**src/rtl/hazard_ctrl_pkg.sv**
```systemverilog
// Shared encodings for the hazard/stall scheduler: forwarding selects, FSM states
// and the producer-match helper used by the forwarding comparators.
package hazard_ctrl_pkg;

  localparam logic [1:0] FWD_RF  = 2'd0;
  localparam logic [1:0] FWD_ALU = 2'd1;
  localparam logic [1:0] FWD_MEM = 2'd2;
  localparam logic [1:0] FWD_WB  = 2'd3;

  localparam int unsigned MEM_TIMEOUT_DEF = 16;

  typedef enum logic [1:0] {
    StIdle,
    StLuStall,
    StMemWait,
    StAbort
  } hz_state_e;

  // x0 is hard-wired zero, so it never has a producer to forward from.
  function automatic logic src_hit(logic [4:0] src, logic [4:0] rd, logic rd_w_en,
                                   logic clk_en);
    return (src != 5'd0) && (src == rd) && rd_w_en && clk_en;
  endfunction

endpackage

```
**src/rtl/hazard_ctrl_fwd_match.sv**
```systemverilog
// Single-source priority comparator against the ALU, Mem and WB producers.
// Reports the forwarding select, or a hazard when the youngest producer is not ready.
module hazard_ctrl_fwd_match
  import hazard_ctrl_pkg::*;
(
  input  logic [4:0] src,
  input  logic       src_en,
  input  logic [4:0] alu_rd,
  input  logic       alu_rd_w_en,
  input  logic       alu_clk_en,
  input  logic       alu_rd_valid,
  input  logic [4:0] mem_rd,
  input  logic       mem_rd_w_en,
  input  logic       mem_clk_en,
  input  logic       mem_rd_valid,
  input  logic [4:0] wb_rd,
  input  logic       wb_rd_w_en,
  input  logic       wb_clk_en,
  output logic [1:0] sel,
  output logic       hazard
);

  logic alu_hit, mem_hit, wb_hit;

  always_comb begin
    alu_hit = src_en && src_hit(src, alu_rd, alu_rd_w_en, alu_clk_en);
    mem_hit = src_en && src_hit(src, mem_rd, mem_rd_w_en, mem_clk_en);
    wb_hit  = src_en && src_hit(src, wb_rd, wb_rd_w_en, wb_clk_en);
  end

  // Youngest producer wins; an unready producer masks older ones and reads regfile.
  always_comb begin
    sel    = FWD_RF;
    hazard = 1'b0;
    if (alu_hit) begin
      if (alu_rd_valid) sel = FWD_ALU;
      else              hazard = 1'b1;
    end else if (mem_hit) begin
      if (mem_rd_valid) sel = FWD_MEM;
      else              hazard = 1'b1;
    end else if (wb_hit) begin
      sel = FWD_WB;
    end
  end

endmodule

```
**src/rtl/hazard_ctrl.sv**
```systemverilog
// Pipeline hazard and stall scheduler: load-use/CSR-use stalls, operand forwarding
// selects and the Mem-stage data-memory wait with bounded timeout.
module hazard_ctrl
  import hazard_ctrl_pkg::*;
#(
  parameter int unsigned MEM_TIMEOUT = MEM_TIMEOUT_DEF,
  parameter int unsigned CNT_W       = 8
) (
  input  logic       clk,
  input  logic       rst,
  input  logic       dec_valid,
  input  logic [4:0] dec_rs1,
  input  logic [4:0] dec_rs2,
  input  logic       dec_use_rs2,
  input  logic       alu_clk_en,
  input  logic [4:0] alu_rd,
  input  logic       alu_rd_w_en,
  input  logic       alu_rd_valid,
  input  logic       alu_mem_req,
  input  logic       mem_clk_en,
  input  logic [4:0] mem_rd,
  input  logic       mem_rd_w_en,
  input  logic       mem_rd_valid,
  input  logic       wb_clk_en,
  input  logic [4:0] wb_rd,
  input  logic       wb_rd_w_en,
  input  logic       dmem_ack,
  input  logic       flush_in,
  output logic       force_stall,
  output logic       mem_stall,
  output logic [1:0] fwd_rs1_sel,
  output logic [1:0] fwd_rs2_sel,
  output logic       bus_timeout,
  output logic       busy
);

  localparam logic [CNT_W-1:0] CntLast = CNT_W'(MEM_TIMEOUT - 1);

  hz_state_e        state_q, state_d;
  logic [CNT_W-1:0] wait_cnt_q, wait_cnt_d;

  logic [1:0] rs1_sel, rs2_sel;
  logic       rs1_hz, rs2_hz, lu_hz;

  hazard_ctrl_fwd_match u_match_rs1 (
    .src          (dec_rs1),
    .src_en       (1'b1),
    .alu_rd       (alu_rd),
    .alu_rd_w_en  (alu_rd_w_en),
    .alu_clk_en   (alu_clk_en),
    .alu_rd_valid (alu_rd_valid),
    .mem_rd       (mem_rd),
    .mem_rd_w_en  (mem_rd_w_en),
    .mem_clk_en   (mem_clk_en),
    .mem_rd_valid (mem_rd_valid),
    .wb_rd        (wb_rd),
    .wb_rd_w_en   (wb_rd_w_en),
    .wb_clk_en    (wb_clk_en),
    .sel          (rs1_sel),
    .hazard       (rs1_hz)
  );

  hazard_ctrl_fwd_match u_match_rs2 (
    .src          (dec_rs2),
    .src_en       (dec_use_rs2),
    .alu_rd       (alu_rd),
    .alu_rd_w_en  (alu_rd_w_en),
    .alu_clk_en   (alu_clk_en),
    .alu_rd_valid (alu_rd_valid),
    .mem_rd       (mem_rd),
    .mem_rd_w_en  (mem_rd_w_en),
    .mem_clk_en   (mem_clk_en),
    .mem_rd_valid (mem_rd_valid),
    .wb_rd        (wb_rd),
    .wb_rd_w_en   (wb_rd_w_en),
    .wb_clk_en    (wb_clk_en),
    .sel          (rs2_sel),
    .hazard       (rs2_hz)
  );

  assign lu_hz = dec_valid && (rs1_hz || rs2_hz);

  always_comb begin
    state_d    = state_q;
    wait_cnt_d = wait_cnt_q;
    unique case (state_q)
      StIdle: begin
        if (alu_mem_req && alu_clk_en) begin
          state_d    = StMemWait;
          wait_cnt_d = '0;
        end else if (lu_hz) begin
          state_d = StLuStall;
        end
      end
      StLuStall: begin
        if (flush_in || !lu_hz) state_d = StIdle;
      end
      // Flush is deliberately ignored here: the bus transaction must complete.
      StMemWait: begin
        if (dmem_ack) begin
          state_d = StIdle;
        end else if (wait_cnt_q == CntLast) begin
          state_d = StAbort;
        end else if (wait_cnt_q != '1) begin
          wait_cnt_d = wait_cnt_q + CNT_W'(1);
        end
      end
      StAbort: state_d = StIdle;
      default: state_d = StIdle;
    endcase
  end

  always_ff @(posedge clk) begin
    if (rst) begin
      state_q    <= StIdle;
      wait_cnt_q <= '0;
    end else begin
      state_q    <= state_d;
      wait_cnt_q <= wait_cnt_d;
    end
  end

  // A flush kills the decode instruction, so its stall is released in the same cycle.
  always_comb begin
    force_stall = !rst && lu_hz && !flush_in;
    mem_stall   = !rst && (state_q == StMemWait) && !dmem_ack;
    bus_timeout = !rst && (state_q == StAbort);
    busy        = !rst && (state_q != StIdle);
    fwd_rs1_sel = rst ? FWD_RF : rs1_sel;
    fwd_rs2_sel = rst ? FWD_RF : rs2_sel;
  end

endmodule

```
**config.mk**
```make
export PLATFORM = sky130hd
export DESIGN_NAME = hazard_ctrl
export DESIGN_NICKNAME = d
export VERILOG_FILES = /design/src/rtl/hazard_ctrl_pkg.sv /design/src/rtl/hazard_ctrl_fwd_match.sv /design/src/rtl/hazard_ctrl.sv
export SDC_FILE = /design/constraint.sdc
export NUM_CORES = 1
export LEC_CHECK = 0
export CORE_MARGIN = 5
export CORE_UTILIZATION = 25
export CTS_BUF_LIST = sky130_fd_sc_hd__clkbuf_8
export CTS_CLUSTER_SIZE = 25
export DETAILED_ROUTE_END_ITERATION = 8
export PLACE_DENSITY_LB_ADDON = 0.2
export SYNTH_ARGS = -nofsm -noshare
export SYNTH_HDL_FRONTEND = slang
export SYNTH_SLANG_ARGS = --single-unit
export TNS_END_PERCENT = 100
```
**constraint.sdc**
```tcl
create_clock -name clk -period 2.7 [get_ports clk]
set_clock_uncertainty 0.05 [all_clocks]
set_input_delay 0.27 -clock clk [delete_from_list [all_inputs] [get_ports clk]]
set_output_delay 0.27 -clock clk [all_outputs]
set_load 0.02 [all_outputs]
```
==> impl_results.md, run 1 <==
- Flop pwr share: 30.6%
- Top delay family on crit path: simple AND/OR/NAND/NOR gates
- Worst-Margin Slew: 0.494 ns
- Mean Syn Cell Area: 8.17 um2
- IO Pins: 48
- Area Growth Syn to Fin: 78.1%
- Top post-synthesis cells by count: xnor2_1 (24), nor2_1 (16), xor2_1 (12)
- Hold Path End: wait_cnt_q[1]$_SDFFE_PP0P_
- Full die area: 5580 um2
- Count leader, synth: xnor2_1
- Worst hold start: wait_cnt_q[1]$_SDFFE_PP0P_
- Number of flops mapped to enable cells by yosys: 0
- Int Pwr: 363 uW
- Syn Inst Count: 128
- Synth Area in Adders: 1.20%
- DR WL/cell: 13.5 um
- Hold path cells: 2
- Cell area after synthesis: 1050 um2
- Fillers: 410
- Worst r2r dst: wait_cnt_q[5]$_SDFFE_PP0P_
- Clock Tree Buf Depth: 2
- CP Class: in -> out
- Crit path buf inv count: 2
- Leakage power: 0.000726 uW
- R2r setup slk: 0.76 ns
- Crit-path cells: clkdlybuf4s50_1 > xnor2_1 > nand4_1 > or4_4 > a22oi_2 > o22ai_2 > nor3b_2 > buf_2
- Largest area contributor in the netlist: xnor2_1
- Final Hold Vio Count: 0
- Slew margin rel.: 66.9%
- WP data required: 2.38 ns
- Largest stage delay, worst path: 0.54 ns
- Vias in the first global route: 1,353
- FF-to-FF path depth: 8
- Final setup vio count: 0
- # placed instances: 255
- CORE AREA: 4030 um2
- VDD IR max: 0.140 mV
- DR vias: 1,249
- Post-Route WL: 3490 um
- RSZ-0062 raised after global routing: false
- Die Y: 74.7 um
- Fin crit share: 95.1%
- Worst-path clk slew: 0.05 ns
- Top cells by area, synth: xnor2_1 (20%), dfxtp_1 (19%), xor2_1 (10%)
- Antenna violations before repair: 0
- Max-cap violations: 0
- Sw Share: 26.9%
- First-pass GRT wire length: 5760 um
- Slowest-stage cell, CP: or4_4
- Clk sinks: 10
- Critical-path maximum fanout: 2
- Synth top area share: 20.1%
- Seq cells post-synth: 10
- CP startpoint: alu_rd[3]
- Share of cells above drive strength 1: 26.4%
- Clk_lat worst skew: 0.23 ns
- Synth Area in XOR/XNOR: 30.1%
- DIE WIDTH: 74.7 um
- Global placement routability congestion: 0.948
- Critical Path Source Type: primary input
- Post-synthesis sequential area ratio: 19.1%
- # diodes: 0
- Sequential cell area: 200 um2
- Final nets: 251
- WP data arrival: 2.25 ns
- Cell area power density: 267 nW/um2
- R2r startpoint: wait_cnt_q[0]$_SDFFE_PP0P_
- Final antenna-violating net count: 0
- Synth Flop Type: dfxtp_1
- Initial Util: 26.0%
- Largest net degree at the start of global routing: 14
- Drt first-iter violations: 29
- Compound-gate portion of the synthesized area: 10.3%
- Sw power: 134 uW
- Share of flip-flops with an asynchronous set or reset: 0%
- Syn_nets: 169
- F_max: 390 MHz
- Hpwl dp: 3090 um
- Largest family of logic cells by synthesized area: simple AND/OR/NAND/NOR gates
- Simple-gate portion of the synthesized area: 33.9%
- Slew Limit Fails: 0
- Multi-input logic area: 861 um2
- Mux contribution to synthesized area: 4.31%
- Pwr Total: 497 uW
- Synth cell types: 35
- Rows: 23
- Clock share of power: 30.4%
- DRC: 0
- Setup_tns: 0 ns
- Post-layout min period: 2.57 ns
- Deepest level of the CTS H-tree: 1
- GRT Residual Overflow: 0
- Root Buffer: clkbuf_8
- Number of warnings issued by yosys: 0
- Status: completed
- Worst Hold Class: reg -> reg
- Number of CTS-inserted buffers: 3
- Vias per cell: 4.84
- Non-Filler Instances: 258
- CTS tree: yes
- CP Capture Type: output pin
- Gate power share: 39.1%
- I/O Buffers: 47
- TritonRoute pass-1 iters: 4
- Global Route Usage Sum: 13.0%
-- layout by cell type, fill, tap and decap left out, types with 5 or more instances in the layout --
| master | netlist | layout |
|---|---|---|
| buf_2 | 0 | 5 |
| buf_4 | 0 | 32 |
| dfxtp_1 | 10 | 10 |
| nor3_1 | 7 | 6 |
| nor2_1 | 16 | 16 |
| clkdlybuf4s50_1 | 0 | 37 |
| xor2_1 | 12 | 12 |
| xnor2_1 | 24 | 24 |
| nand2_1 | 6 | 6 |
| nand4_1 | 8 | 8 |
-- tightest hold or removal path: cells and delay by family, from the launching register on --
family | cells | cell delay [ns]
AOI/OAI and AO/OA | 1 | 0.05
DFF | 1 | 0.34
and+or+nand+nor | 1 | 0.08
-- power groups by stage --
stage	sequential (uW)	clock, uW	combinational, uW
3_5_place_dp	155	0	193
3_3_place_gp	155	0	190
2_1_floorplan	154	0	67.1
5_1_grt	152	161	209
4_1_cts	152	155	194
6_report	152	151	194
-- repair_timing --
| action | 4_1_cts | 5_1_grt |
|---|---|---|
| setup endpoints to repair | 5 | 5 |
| endpoints found under the hold margin | 0 | 0 |
| gates resized for setup | 22 | 9 |
| pin swaps | 1 | 2 |
| hold buffers | 0 | 0 |
| setup buffers | 0 | 0 |
-- routing by layer --
| layer | wire length (um) | GRT usage [%] |
|---|---|---|
| met1 | 1390 | 14.5 |
| met2 | 1820 | 24.4 |
| met3 | 201 | 2.54 |
| met4 | 79 | 4.74 |
| met5 | 0 | 0 |
-- worst max path at each step --
stage / endpoint / slack (ns) / cells past startpoint
after floorplan: fwd_rs1_sel[1] / 0.50 / 6
after global placement: force_stall / -0.42 / 8
after detailed placement: force_stall / -0.52 / 8
after CTS: fwd_rs2_sel[1] / 0.01 / 10
after global routing: fwd_rs1_sel[1] / 0.02 / 8
final: force_stall / 0.13 / 8
-- area by class of cell --
class	count	area share, %
multi-input combinational	115	46.2
timing repair buffer	79	37.3
sequential	10	10.7
tap	50	3.36
clock buffer	3	2.22
inverter	1	0.201
-- per-stage QoR --
step	hold WS (ns)	instance area, um2	setup slack (ns)	utilization [%]
6_report	0.469	1860	0.133	46.2
5_1_grt	0.536	1860	0.0245	46.2
4_1_cts	0.472	1850	0.0130	45.8
3_5_place_dp	0.466	1810	-0.523	45.0
3_3_place_gp	0.455	1810	-0.423	45.0
2_1_floorplan	0.438	1050	0.504	-
-- logic make-up after synthesis --
family / after synthesis
AOI/OAI and AO/OA: 13
xor gates and xnor gates: 36
adders and majority gates: 1
buffers and inverters: 3
DFF: 10
muxes: 4
and+or+nand+nor: 61
-- sequential cells by signal (all words and copies together), names as in the netlist --
name        cells
state_q         2
wait_cnt_q      8
No activity file was read; power rests on OpenSTA's default activity.
==> run 2: changes to the inputs <==
--- a/config.mk
+++ b/config.mk
@@ -10,6 +10,7 @@
 export CTS_BUF_LIST = sky130_fd_sc_hd__clkbuf_8
 export CTS_CLUSTER_SIZE = 25
 export DETAILED_ROUTE_END_ITERATION = 8
+export GPL_ROUTABILITY_DRIVEN = 0
 export PLACE_DENSITY_LB_ADDON = 0.2
 export SYNTH_ARGS = -nofsm -noshare
 export SYNTH_HDL_FRONTEND = slang
==> run 2 against run 1 <==
  * Final cell count decreased by 2.3%
  * Hold slack improved by 0.028 ns
  * Non-clock buffer count is 6 lower
  * Count of clock-buffer cells in the layout stayed put
  * Sequential share of layout area rose by 0.27 points
  * Critical path type unchanged
  * Highest routed layer unchanged
==> impl_results.md, run 2 (same netlist as run 1, synthesis figures left out) <==
- CP Capture Type: output pin
- CTS tree: yes
- Largest Register: wait_cnt_q
- Number of CTS-inserted buffers: 3 (unchanged)
- Critical-path maximum fanout: 4 (+2)
- Status: completed
- Root Buffer: clkbuf_8
- IO Pins: 48 (unchanged)
- Full die area: 5580 um2 (unchanged)
- GRT Residual Overflow: 0 (unchanged)
- R2r setup slk: 0.74 ns (-0.02 ns)
- # diodes: 0 (unchanged)
- Post-layout util: 45.1% (-1.1 points)
- Int Pwr: 357 uW (-1.8%)
- Max-cap violations: 0 (unchanged)
- Post-CTS setup buffers: 0 (unchanged)
- Area Growth Syn to Fin: 73.8%
- Clk sinks: 10 (unchanged)
- Hold WS: 0.498 ns (+0.0284 ns)
- DR vias: 1,209 (-3.2%)
- Vias per cell: 4.80 (-0.90%)
- Non-Filler Instances: 252 (-2.3%)
- Worst Hold Class: reg -> reg
- Final Hold Vio Count: 0 (unchanged)
- DR WL/cell: 13.4 um (-1.0%)
- WP data arrival: 2.29 ns (+0.04 ns)
- DR WL met3: 168 um (-16%)
- Global Route Usage Sum: 12.6% (-0.49 points)
- Setup_tns: 0 ns (unchanged)
- F_max: 383 MHz (-1.8%)
- Drt first-iter violations: 35 (+21%)
- Hold path cells: 2 (unchanged)
- Initial Util: 26.0% (unchanged)
- Antenna violations before repair: 0 (unchanged)
- Worst r2r dst: wait_cnt_q[5]$_SDFFE_PP0P_
- Sw Share: 27.1% (+0.19 points)
- Worst hold start: wait_cnt_q[3]$_SDFFE_PP0P_
- Slew margin rel.: 68.0% (+1.0 points)
- WP data required: 2.38 ns (about the same)
- Critical Path Source Type: primary input
- Post-layout min period: 2.61 ns (+0.0462 ns)
- FF-to-FF path depth: 8 (unchanged)
- Pwr Total: 490 uW (-1.5%)
- Cell area power density: 269 nW/um2 (+0.92%)
- Final setup vio count: 0 (unchanged)
- Fillers: 415 (+1.2%)
- Clock share of power: 31.2% (+0.8 points)
- TritonRoute pass-1 iters: 4 (unchanged)
- Leakage power: 0.000660 uW (-9.1%)
- Final antenna-violating net count: 0 (unchanged)
- VDD IR max: 0.0895 mV (-36%)
- I/O Buffers: 47 (unchanged)
- Largest net degree at the start of global routing: 14 (unchanged)
- Hpwl dp: 3000 um (-3.0%)
- Clk_lat worst skew: 0.23 ns (about the same)
- M1 wire length: 1350 um (-2.8%)
- Largest registers: wait_cnt_q (8), state_q (2)
- First-pass GRT wire length: 5540 um (-3.8%)
- DRC: 0 (unchanged)
- Deepest level of the CTS H-tree: 1 (unchanged)
- Met2 WL: 1810 um (-0.33%)
- Post-Route WL: 3380 um (-3.3%)
- Commonest non-fill, non-tap cells in the layout: clkdlybuf4s50_1 (37), buf_4 (26), xnor2_1 (24), nor2_1 (16), xor2_1 (12)
- Hold Path End: wait_cnt_q[3]$_SDFFE_PP0P_
- Max reg flops: 8 (unchanged)
- Sw power: 133 uW (-0.81%)
- Clock Tree Buf Depth: 2 (unchanged)
- Fin crit share: 96.8% (+1.7 points)
- R2r startpoint: wait_cnt_q[0]$_SDFFE_PP0P_
- Worst-path clk slew: 0.04 ns (about the same)
- Die Y: 74.7 um (unchanged)
- Worst-Margin Slew: 0.479 ns (-0.0157 ns)
- Vias in the first global route: 1,342 (-0.81%)
- DR top layer: met4
- CP Class: in -> out
- Share of cells above drive strength 1: 25.7% (-0.70 points)
- Final nets: 245 (-2.4%)
- Gate power share: 37.7% (-1.4 points)
- Most common cell after layout, fill and taps aside: clkdlybuf4s50_1
- Rows: 23 (unchanged)
- Slew Limit Fails: 0 (unchanged)
- # placed instances: 249 (-2.4%)
- CORE AREA: 4030 um2 (unchanged)
- CTS Hold Bufs: 0 (unchanged)
- Flop pwr share: 31.0% (+0.4 points)
- DIE WIDTH: 74.7 um (unchanged)
run 2: stage by stage:
stage	cell area, um2	setup slack, ns
finish	1820	0.0872
detailed placement	1770	-0.457
CTS	1820	0.00321
floorplan	1050	0.504
global route	1820	-0.00358
global placement	1770	-0.415
run 2: critical path, stage by stage:
cell and delay [ns]:
clkdlybuf4s50_1 0.49, or4_4 0.56, o211ai_1 0.22, nor4_2 0.11, nor3_2 0.15, a21oi_1 0.07
nor3_1 0.15, clkdlybuf4s15_2 0.29
run 2: worst max path at each step:
stage | to | slack [ns] | depth (start not counted) | start
after floorplan | fwd_rs1_sel[1] | 0.50 | 6 | dec_rs1[1]
after global placement | force_stall | -0.41 | 8 | dec_rs2[1]
after detailed placement | force_stall | -0.46 | 8 | dec_rs2[3]
after CTS | fwd_rs1_sel[0] | 0.003 | 8 | dec_rs1[1]
after global routing | fwd_rs2_sel[1] | -0.004 | 8 | dec_rs2[2]
final | fwd_rs2_sel[1] | 0.09 | 8 | dec_rs2[2]
run 2: power groups by stage:
stage                     logic, uW  registers (uW)  clock network (uW)
after floorplan                67.1             154                   0
after global placement          182             155                   0
after detailed placement        185             155                   0
after CTS                       186             152                 160
after global routing            200             152                 163
final                           185             152                 153
run 2: layout make-up:
class                           instances  area, um2  area share, %
Clock buffer                            3       41.3           2.27
Inverter                                1       3.75          0.206
Multi-Input combinational cell        115        870           47.8
Sequential cell                        10        200           11.0
Tap cell                               50       62.6           3.44
Timing Repair Buffer                   73        641           35.2
run 2: what timing repair did:
item                       CTS  global route
setup endpoints to repair    5             5
pin swaps                    0             1
cloned                       0             0
resized for setup           22             8
run 2: per-layer routing:
layer / GRT usage [%] / vias up
li1: - / 621
met1: 13.6 / 548
met2: 23.6 / 36
met3: 1.87 / 4
met4: 6.13 / 0
met5: 0 / -
